### src/rtl/bpf_level_pkg.sv
// Shared types and helpers for the bandpass-filter level detector (optional clip counting: BPF_LEVEL_CLIP_EN).
// Pure definitions; no latency or backpressure of its own.
package bpf_level_pkg;

  typedef enum logic [1:0] {
    ACCUM = 2'd0,
    DRAIN = 2'd1,
    HOLD  = 2'd2
  } state_t;

  localparam int DEF_DATA_W   = 16;
  localparam int DEF_WIN_LOG2 = 10;
  localparam int DEF_FS_POS   = (1 << (DEF_DATA_W - 1)) - 1;
  localparam int DEF_FS_NEG   = -(1 << (DEF_DATA_W - 1));

  // Accumulator never overflows: 2^win_log2 samples of at most 2^(data_w-1)-1.
  function automatic int acc_width(input int data_w, input int win_log2);
    return data_w + win_log2;
  endfunction

  // |x| with the most negative code folded onto positive full scale.
  function automatic logic [31:0] abs_sat(input logic signed [31:0] x, input int w);
    logic signed [31:0] fs_neg;
    fs_neg = -(32'sd1 <<< (w - 1));
    if (x == fs_neg) return 32'(-(fs_neg + 32'sd1));
    if (x < 32'sd0) return 32'(-x);
    return 32'(x);
  endfunction

endpackage

### src/rtl/bpf_level_detector_if.sv
// Sample stream in, window result out (m_clip_cnt exists only with BPF_LEVEL_CLIP_EN).
// slave = detector side, master = producer/consumer side.
interface bpf_level_detector_if #(
  parameter int DATA_W = 16
`ifdef BPF_LEVEL_CLIP_EN
  ,
  parameter int WIN_LOG2 = 10
`endif
) ();

  logic                     s_valid;
  logic                     s_ready;
  logic signed [DATA_W-1:0] s_data;
  logic                     m_valid;
  logic                     m_ready;
  logic [DATA_W-1:0]        m_peak;
  logic [DATA_W-1:0]        m_mean;
`ifdef BPF_LEVEL_CLIP_EN
  logic [WIN_LOG2:0]        m_clip_cnt;
`endif

  modport slave (
    input  s_valid, s_data, m_ready,
    output s_ready, m_valid, m_peak, m_mean
`ifdef BPF_LEVEL_CLIP_EN
    , output m_clip_cnt
`endif
  );

  modport master (
    output s_valid, s_data, m_ready,
    input  s_ready, m_valid, m_peak, m_mean
`ifdef BPF_LEVEL_CLIP_EN
    , input m_clip_cnt
`endif
  );

endinterface

### src/rtl/bpf_abs_sat.sv
// Stage-1 register: saturated |sample|, last-of-window flag and (BPF_LEVEL_CLIP_EN) full-scale flag.
// 1-cycle latency; no backpressure, loads whenever in_vld is high.
module bpf_abs_sat
  import bpf_level_pkg::*;
#(
  parameter int DATA_W = DEF_DATA_W
) (
  input  logic                     clk,
  input  logic                     rst,
  input  logic                     in_vld,
  input  logic signed [DATA_W-1:0] in_dat,
  input  logic                     in_last,
  output logic                     out_vld,
  output logic [DATA_W-1:0]        out_abs,
  output logic                     out_last
`ifdef BPF_LEVEL_CLIP_EN
  ,
  output logic                     out_clip
`endif
);

`ifdef BPF_LEVEL_CLIP_EN
  localparam logic signed [DATA_W-1:0] FS_POS = {1'b0, {(DATA_W-1){1'b1}}};
  localparam logic signed [DATA_W-1:0] FS_NEG = {1'b1, {(DATA_W-1){1'b0}}};
`endif

  always_ff @(posedge clk) begin
    if (rst) begin
      out_vld  <= 1'b0;
      out_abs  <= '0;
      out_last <= 1'b0;
`ifdef BPF_LEVEL_CLIP_EN
      out_clip <= 1'b0;
`endif
    end else begin
      out_vld <= in_vld;
      if (in_vld) begin
        out_abs  <= DATA_W'(abs_sat(32'(in_dat), DATA_W));
        out_last <= in_last;
`ifdef BPF_LEVEL_CLIP_EN
        out_clip <= (in_dat == FS_POS) || (in_dat == FS_NEG);
`endif
      end
    end
  end

endmodule

### src/rtl/bpf_level_detector.sv
// Peak and mean |sample| over 2^WIN_LOG2 samples, one result per window; clip count with BPF_LEVEL_CLIP_EN.
// Result valid 2 cycles after last accept; s_ready low from then until the result handshake.
module bpf_level_detector
  import bpf_level_pkg::*;
#(
  parameter int DATA_W   = DEF_DATA_W,
  parameter int WIN_LOG2 = DEF_WIN_LOG2
) (
  input  logic                  clk,
  input  logic                  rst,
  bpf_level_detector_if.slave   bus,
  output logic                  busy
);

  localparam int ACC_W = acc_width(DATA_W, WIN_LOG2);

  state_t              state;
  logic [WIN_LOG2-1:0] cnt;
  logic [ACC_W-1:0]    acc;
  logic [DATA_W-1:0]   peak;
  logic                s_ready_q;
  logic                m_valid_q;
  logic [DATA_W-1:0]   m_peak_q;
  logic [DATA_W-1:0]   m_mean_q;

  logic                accept;
  logic                last_in;
  logic                s1_vld;
  logic                s1_last;
  logic [DATA_W-1:0]   s1_abs;
  logic [ACC_W-1:0]    acc_nxt;
  logic [DATA_W-1:0]   peak_nxt;

  assign accept   = bus.s_valid && s_ready_q;
  assign last_in  = (cnt == {WIN_LOG2{1'b1}});
  assign acc_nxt  = acc + ACC_W'(s1_abs);
  assign peak_nxt = (s1_abs > peak) ? s1_abs : peak;

`ifdef BPF_LEVEL_CLIP_EN
  logic                s1_clip;
  logic [WIN_LOG2:0]   clip_cnt;
  logic [WIN_LOG2:0]   clip_nxt;
  logic [WIN_LOG2:0]   m_clip_q;

  assign clip_nxt       = clip_cnt + (WIN_LOG2 + 1)'(s1_clip);
  assign bus.m_clip_cnt = m_clip_q;
`endif

  bpf_abs_sat #(.DATA_W(DATA_W)) u_stage1 (
    .clk      (clk),
    .rst      (rst),
    .in_vld   (accept),
    .in_dat   (bus.s_data),
    .in_last  (last_in),
    .out_vld  (s1_vld),
    .out_abs  (s1_abs),
    .out_last (s1_last)
`ifdef BPF_LEVEL_CLIP_EN
    ,
    .out_clip (s1_clip)
`endif
  );

  always_ff @(posedge clk) begin
    if (rst) begin
      state     <= ACCUM;
      cnt       <= '0;
      acc       <= '0;
      peak      <= '0;
      s_ready_q <= 1'b1;
      m_valid_q <= 1'b0;
      m_peak_q  <= '0;
      m_mean_q  <= '0;
`ifdef BPF_LEVEL_CLIP_EN
      clip_cnt  <= '0;
      m_clip_q  <= '0;
`endif
    end else begin
      if (s1_vld) begin
        acc      <= acc_nxt;
        peak     <= peak_nxt;
`ifdef BPF_LEVEL_CLIP_EN
        clip_cnt <= clip_nxt;
`endif
      end
      case (state)
        ACCUM: begin
          if (accept) begin
            cnt <= cnt + WIN_LOG2'(1);
            if (last_in) begin
              s_ready_q <= 1'b0;
              state     <= DRAIN;
            end
          end
        end
        // Stage 1 holds the window's last sample here; fold it straight into the result.
        DRAIN: begin
          if (s1_vld && s1_last) begin
            m_peak_q  <= peak_nxt;
            m_mean_q  <= acc_nxt[ACC_W-1:WIN_LOG2];
            m_valid_q <= 1'b1;
            acc       <= '0;
            peak      <= '0;
`ifdef BPF_LEVEL_CLIP_EN
            m_clip_q  <= clip_nxt;
            clip_cnt  <= '0;
`endif
            state     <= HOLD;
          end
        end
        HOLD: begin
          if (bus.m_ready) begin
            m_valid_q <= 1'b0;
            s_ready_q <= 1'b1;
            state     <= ACCUM;
          end
        end
        default: state <= ACCUM;
      endcase
    end
  end

  assign bus.s_ready = s_ready_q;
  assign bus.m_valid = m_valid_q;
  assign bus.m_peak  = m_peak_q;
  assign bus.m_mean  = m_mean_q;
  assign busy        = (cnt != '0) || (state == DRAIN);

endmodule

### src/flat_wrapper.sv
// flat-port wrapper written by rule: the top's interface ports become plain ports
module bpf_level_detector_flat import bpf_level_pkg::*;
#(
  parameter int DATA_W   = DEF_DATA_W,
  parameter int WIN_LOG2 = DEF_WIN_LOG2
)
  (clk, rst, busy, bus_s_valid, bus_s_data, bus_m_ready, bus_s_ready, bus_m_valid, bus_m_peak, bus_m_mean);
  bpf_level_detector_if #(.DATA_W(DATA_W)) bus_i ();
  input  logic clk;
  input  logic rst;
  output logic busy;
  input wire logic [$bits(bus_i.s_valid)-1:0] bus_s_valid;
  input wire logic [$bits(bus_i.s_data)-1:0] bus_s_data;
  input wire logic [$bits(bus_i.m_ready)-1:0] bus_m_ready;
  output wire logic [$bits(bus_i.s_ready)-1:0] bus_s_ready;
  output wire logic [$bits(bus_i.m_valid)-1:0] bus_m_valid;
  output wire logic [$bits(bus_i.m_peak)-1:0] bus_m_peak;
  output wire logic [$bits(bus_i.m_mean)-1:0] bus_m_mean;
  assign bus_i.s_valid = bus_s_valid;
  assign bus_i.s_data = bus_s_data;
  assign bus_i.m_ready = bus_m_ready;
  assign bus_s_ready = bus_i.s_ready;
  assign bus_m_valid = bus_i.m_valid;
  assign bus_m_peak = bus_i.m_peak;
  assign bus_m_mean = bus_i.m_mean;
  bpf_level_detector #(.DATA_W(DATA_W), .WIN_LOG2(WIN_LOG2)) u_core (.clk(clk), .rst(rst), .bus(bus_i), .busy(busy));
endmodule
### config.mk
export PLATFORM = sky130hd
export DESIGN_NAME = bpf_level_detector_flat
export DESIGN_NICKNAME = d
export VERILOG_FILES = /design/src/rtl/bpf_level_pkg.sv /design/src/rtl/bpf_level_detector_if.sv /design/src/rtl/bpf_abs_sat.sv /design/src/rtl/bpf_level_detector.sv /design/src/flat_wrapper.sv
export SDC_FILE = /design/constraint.sdc
export NUM_CORES = 1
export LEC_CHECK = 0
export CAP_MARGIN = 20
export CORE_MARGIN = 2
export CORE_UTILIZATION = 30
export DETAILED_ROUTE_END_ITERATION = 6
export MAX_ROUTING_LAYER = met4
export PLACE_DENSITY = 0.54
export SETUP_SLACK_MARGIN = 0.02
export SYNTH_ARGS = -nofsm -noshare
export SYNTH_HDL_FRONTEND = slang
export SYNTH_SLANG_ARGS = --single-unit
### constraint.sdc
create_clock -name clk -period 4.3 [get_ports clk]
set_clock_uncertainty 0.15 [all_clocks]
set_input_delay 0.86 -clock clk [delete_from_list [all_inputs] [get_ports clk]]
set_output_delay 0.86 -clock clk [all_outputs]
set_load 0.05 [all_outputs]
==> metrics.txt <==
final WL 13.6 mm; crit end category primary output; DR WL/cell 14.3 µm; fin nets 771; GRT Util Overall 14.6%; Core Box Area 18,600 µm²; TritonCTS clock tree yes; worst r2r path cells 9; largest family of logic cells by synthesized area simple AND/OR/NAND/NOR gates; Power Total 2.28 mW; Async SR Flop Fraction 0%; clock tree buffer depth 2; Root Buffer clkbuf_16; IO buf count 54; post-layout util 36.3%; Setup WS post-layout 1.04 ns; # diodes 0; Top FF cell, synth dfxtp_1; Via Count 4,705; Setup TNS Final 0 ns; Max-Cap Viols 0; synthesis-stage register bit count 106; YS warnings 0; Initial Util between 30% and 40%; min Tclk post-route 3.26 ns; met1 GRT Util around a fifth; H-tree depth 3; cts hold-fix bufs 0; Mapped Cells around 680; Adder-Cell Fraction of Synth Area 8.09%; compound-cell area share of the yosys netlist 18.6%; status completed; period utilization 75.9%; Layout area overhead 19.1%; Max Clk Rate 306 MHz; cts repair resizes 0; busiest grt layer met2; Tightest Pin Transition 0.888 ns; met3 Track Usage GR 1.65%; mux contribution to synthesized area ~5.3%; pre-CTS setup slack 0.911 ns; final hold violation count 0; met2 Usage GRT a little over a fifth; Post-Synth XOR/XNOR Area approximately 7.3%; max-slew violation count 0; largest net degree at the start of global routing 51; WHS Path Cells 2; hold slack 0.323 ns; min-delay worst type flop to flop; WP data required 3.29 ns; share of layout cells above drive strength 1 4.58%; die area roughly 20,000 µm²; DRC Markers 0; first-pass GRT wire length 22.6 mm; Worst Min Path Start u_core.acc[8]$_SDFF_PP0_; row count 50; Worst-path clk slew 0.07 ns; CP Class flop to primary output; Post-synth EDFFs 0; overall die width 141 µm; Synth Cell Area 5660 µm²; P per Cell Area 338 nW/µm²; worst-path maximum fanout 6; r2r endpoint u_core.bus.m_mean[10]$_SDFFE_PP0P_; initial DRC count 242; postcts setup bufs 0; total grt overflow 0; gpl congestion 0.820; Final HPWL DP 9.95 mm; mean area per synthesized cell 8.38 µm²; vias in the first global route 4,343; later-pin clock latency in the skew report between 0.3 and 0.4 ns; Unique masters post-synth 52; Synth Area in Simple Gates 19.0%; CTS Sinks 106; Max VDD drop 166 µV; Arr. time, crit path 2.25 ns; sequential fraction of the synthesis area between 30% and 40%; reg2reg start u_core.u_stage1.out_abs[0]$_SDFFE_PP0P_; Post-DRT Antenna Nets 0; Avg Vias per Cell 4.93; Critical Path Start Type flop; r2r setup slk 1.36 ns; die height 141 µm; unrepaired setup endpoints after global routing false; syn nets around 730; First-pass DRT Iterations 6; initial antenna violation count 0; WHS Endpoint u_core.acc[8]$_SDFF_PP0_; Leak around 2.6 nW; Top Ports 55; CTS Buf Count 9; Slew headroom 40.6%; final setup vio count 0
==> placed cells by master, fill, tap and decap left out, types with 9 or more instances in the layout <==
master | synthesis | routed
ha_1 | 35 | 35
mux2i_1 | 30 | 30
nand3_1 | 34 | 34
clkbuf_16 | 0 | 9
nand2_1 | 69 | 69
xor2_1 | 36 | 36
clkdlybuf4s50_1 | 0 | 53
inv_1 | 27 | 27
o21ai_0 | 35 | 35
a211oi_1 | 36 | 36
a22o_1 | 9 | 9
nor2_1 | 82 | 80
a21oi_1 | 31 | 31
xnor2_1 | 11 | 11
dfxtp_1 | 106 | 106
==> state kept, by name, indices dropped and copies added (netlist names) <==
| signal | count |
|---|---|
| u_core.bus.m_valid | 1 |
| u_core.cnt | 10 |
| u_core.u_stage1.out_last | 1 |
| u_core.bus.m_mean | 16 |
| u_core.u_stage1.out_vld | 1 |
| u_core.acc | 26 |
| u_core.peak | 16 |
| u_core.bus.m_peak | 16 |
| u_core.u_stage1.out_abs | 16 |
| u_core.bus.s_ready | 1 |
| u_core.state | 2 |
==> synthesized netlist by cell type (2+ instances only) <==
| master | count | share of area (%) |
|---|---|---|
| inv_1 | 27 | 1.8 |
| nand4_1 | 7 | 0.77 |
| nor4_1 | 3 | 0.33 |
| o211ai_1 | 3 | 0.40 |
| and3_1 | 7 | 0.77 |
| xnor2_1 | 11 | 1.7 |
| a221oi_1 | 2 | 0.31 |
| nor2b_1 | 3 | 0.33 |
| a41oi_1 | 2 | 0.31 |
| a31oi_1 | 6 | 0.66 |
| nand3_1 | 34 | 3.0 |
| buf_2 | 2 | 0.18 |
| nand2b_1 | 4 | 0.44 |
| o21a_1 | 2 | 0.27 |
| a22o_1 | 9 | 1.4 |
| nor2_1 | 82 | 5.4 |
| mux2i_1 | 30 | 5.3 |
| clkbuf_1 | 29 | 1.9 |
| xor2_1 | 36 | 5.6 |
| a221o_1 | 3 | 0.53 |
| a21oi_1 | 31 | 2.7 |
| or4_1 | 2 | 0.27 |
| ha_1 | 35 | 7.7 |
| nor3_1 | 8 | 0.71 |
| a21o_1 | 6 | 0.80 |
| and2_1 | 6 | 0.66 |
| dfxtp_1 | 106 | 38 |
| or3_1 | 8 | 0.88 |
| a31o_2 | 2 | 0.31 |
| o31ai_1 | 5 | 0.66 |
| o21bai_1 | 4 | 0.53 |
| o21ai_0 | 35 | 3.1 |
| nand2_1 | 69 | 4.6 |
| nor3b_1 | 2 | 0.27 |
| a211oi_1 | 36 | 4.8 |
| o21ai_1 | 2 | 0.18 |
==> cells by family (layout without fill, tap and decap cells) <==
family / count (synthesis) / count (layout)
buffers and inverters: 60 / 105
xor gates and xnor gates: 47 / 47
and+or+nand+nor: 239 / 239
DFF: 106 / 106
AOI/OAI and AO/OA: 157 / 157
muxes: 30 / 30
adders and majority gates: 36 / 36
==> worst max-delay path, cell delays in order (launching register included) <==
cell             delay (ns)
dfxtp_1                0.40
nand2b_1               0.23
nand4b_1               0.11
or4_1                  0.43
clkdlybuf4s50_1        0.73
==> how the worst max path moves through the flow <==
stage	from	endpoint	slack, ns	cells past startpoint
global placement	bus_s_data[0]	u_core.u_stage1.out_abs[0]$_SDFFE_PP0P_	0.97	7
global route	u_core.state[1]$_SDFFE_PP0P_	busy	0.96	4
CTS	u_core.state[1]$_SDFFE_PP0P_	busy	1.01	4
finish	u_core.state[1]$_SDFFE_PP0P_	busy	1.04	4
detailed placement	bus_s_data[1]	u_core.u_stage1.out_abs[0]$_SDFFE_PP0P_	0.91	7
floorplan	bus_s_data[7]	u_core.u_stage1.out_abs[13]$_SDFFE_PP0P_	1.73	5
==> routing by layer <==
| layer | vias up | routed length, µm | share of wire, % |
|---|---|---|---|
| met2 | 59 | 5890 | 43 |
| li1 | 2463 | - | - |
| met4 | 0 | 323 | 2.4 |
| met3 | 16 | 333 | 2.4 |
| met1 | 2167 | 7090 | 52 |
| met5 | - | 0 | 0 |
==> through the flow <==
| step | cells | cell area [µm²] |
|---|---|---|
| final | 954 | 6740 |
| after global placement | 937 | 6410 |
| after global routing | 954 | 6740 |
| after detailed placement | 937 | 6410 |
| after floorplan | 675 | 5660 |
| after CTS | 953 | 6730 |
==> final cells by class <==
type | instances | area (µm²)
multi-input cells | 509 | 3310
repair buffers | 62 | 596
clock inverters | 4 | 75.1
fillers | 1927 | 11800
flip-flops and latches | 106 | 2120
well taps | 234 | 293
clock buffers | 12 | 246
inverters | 27 | 101
==> power breakdown <==
group,switching [mW],total (mW),internal (mW)
logic,0.194,0.333,0.138
registers,0.0377,1.05,1.01
clock network,0.370,0.897,0.527
total,0.602,2.28,1.67
(Power assumes the default switching activity.)
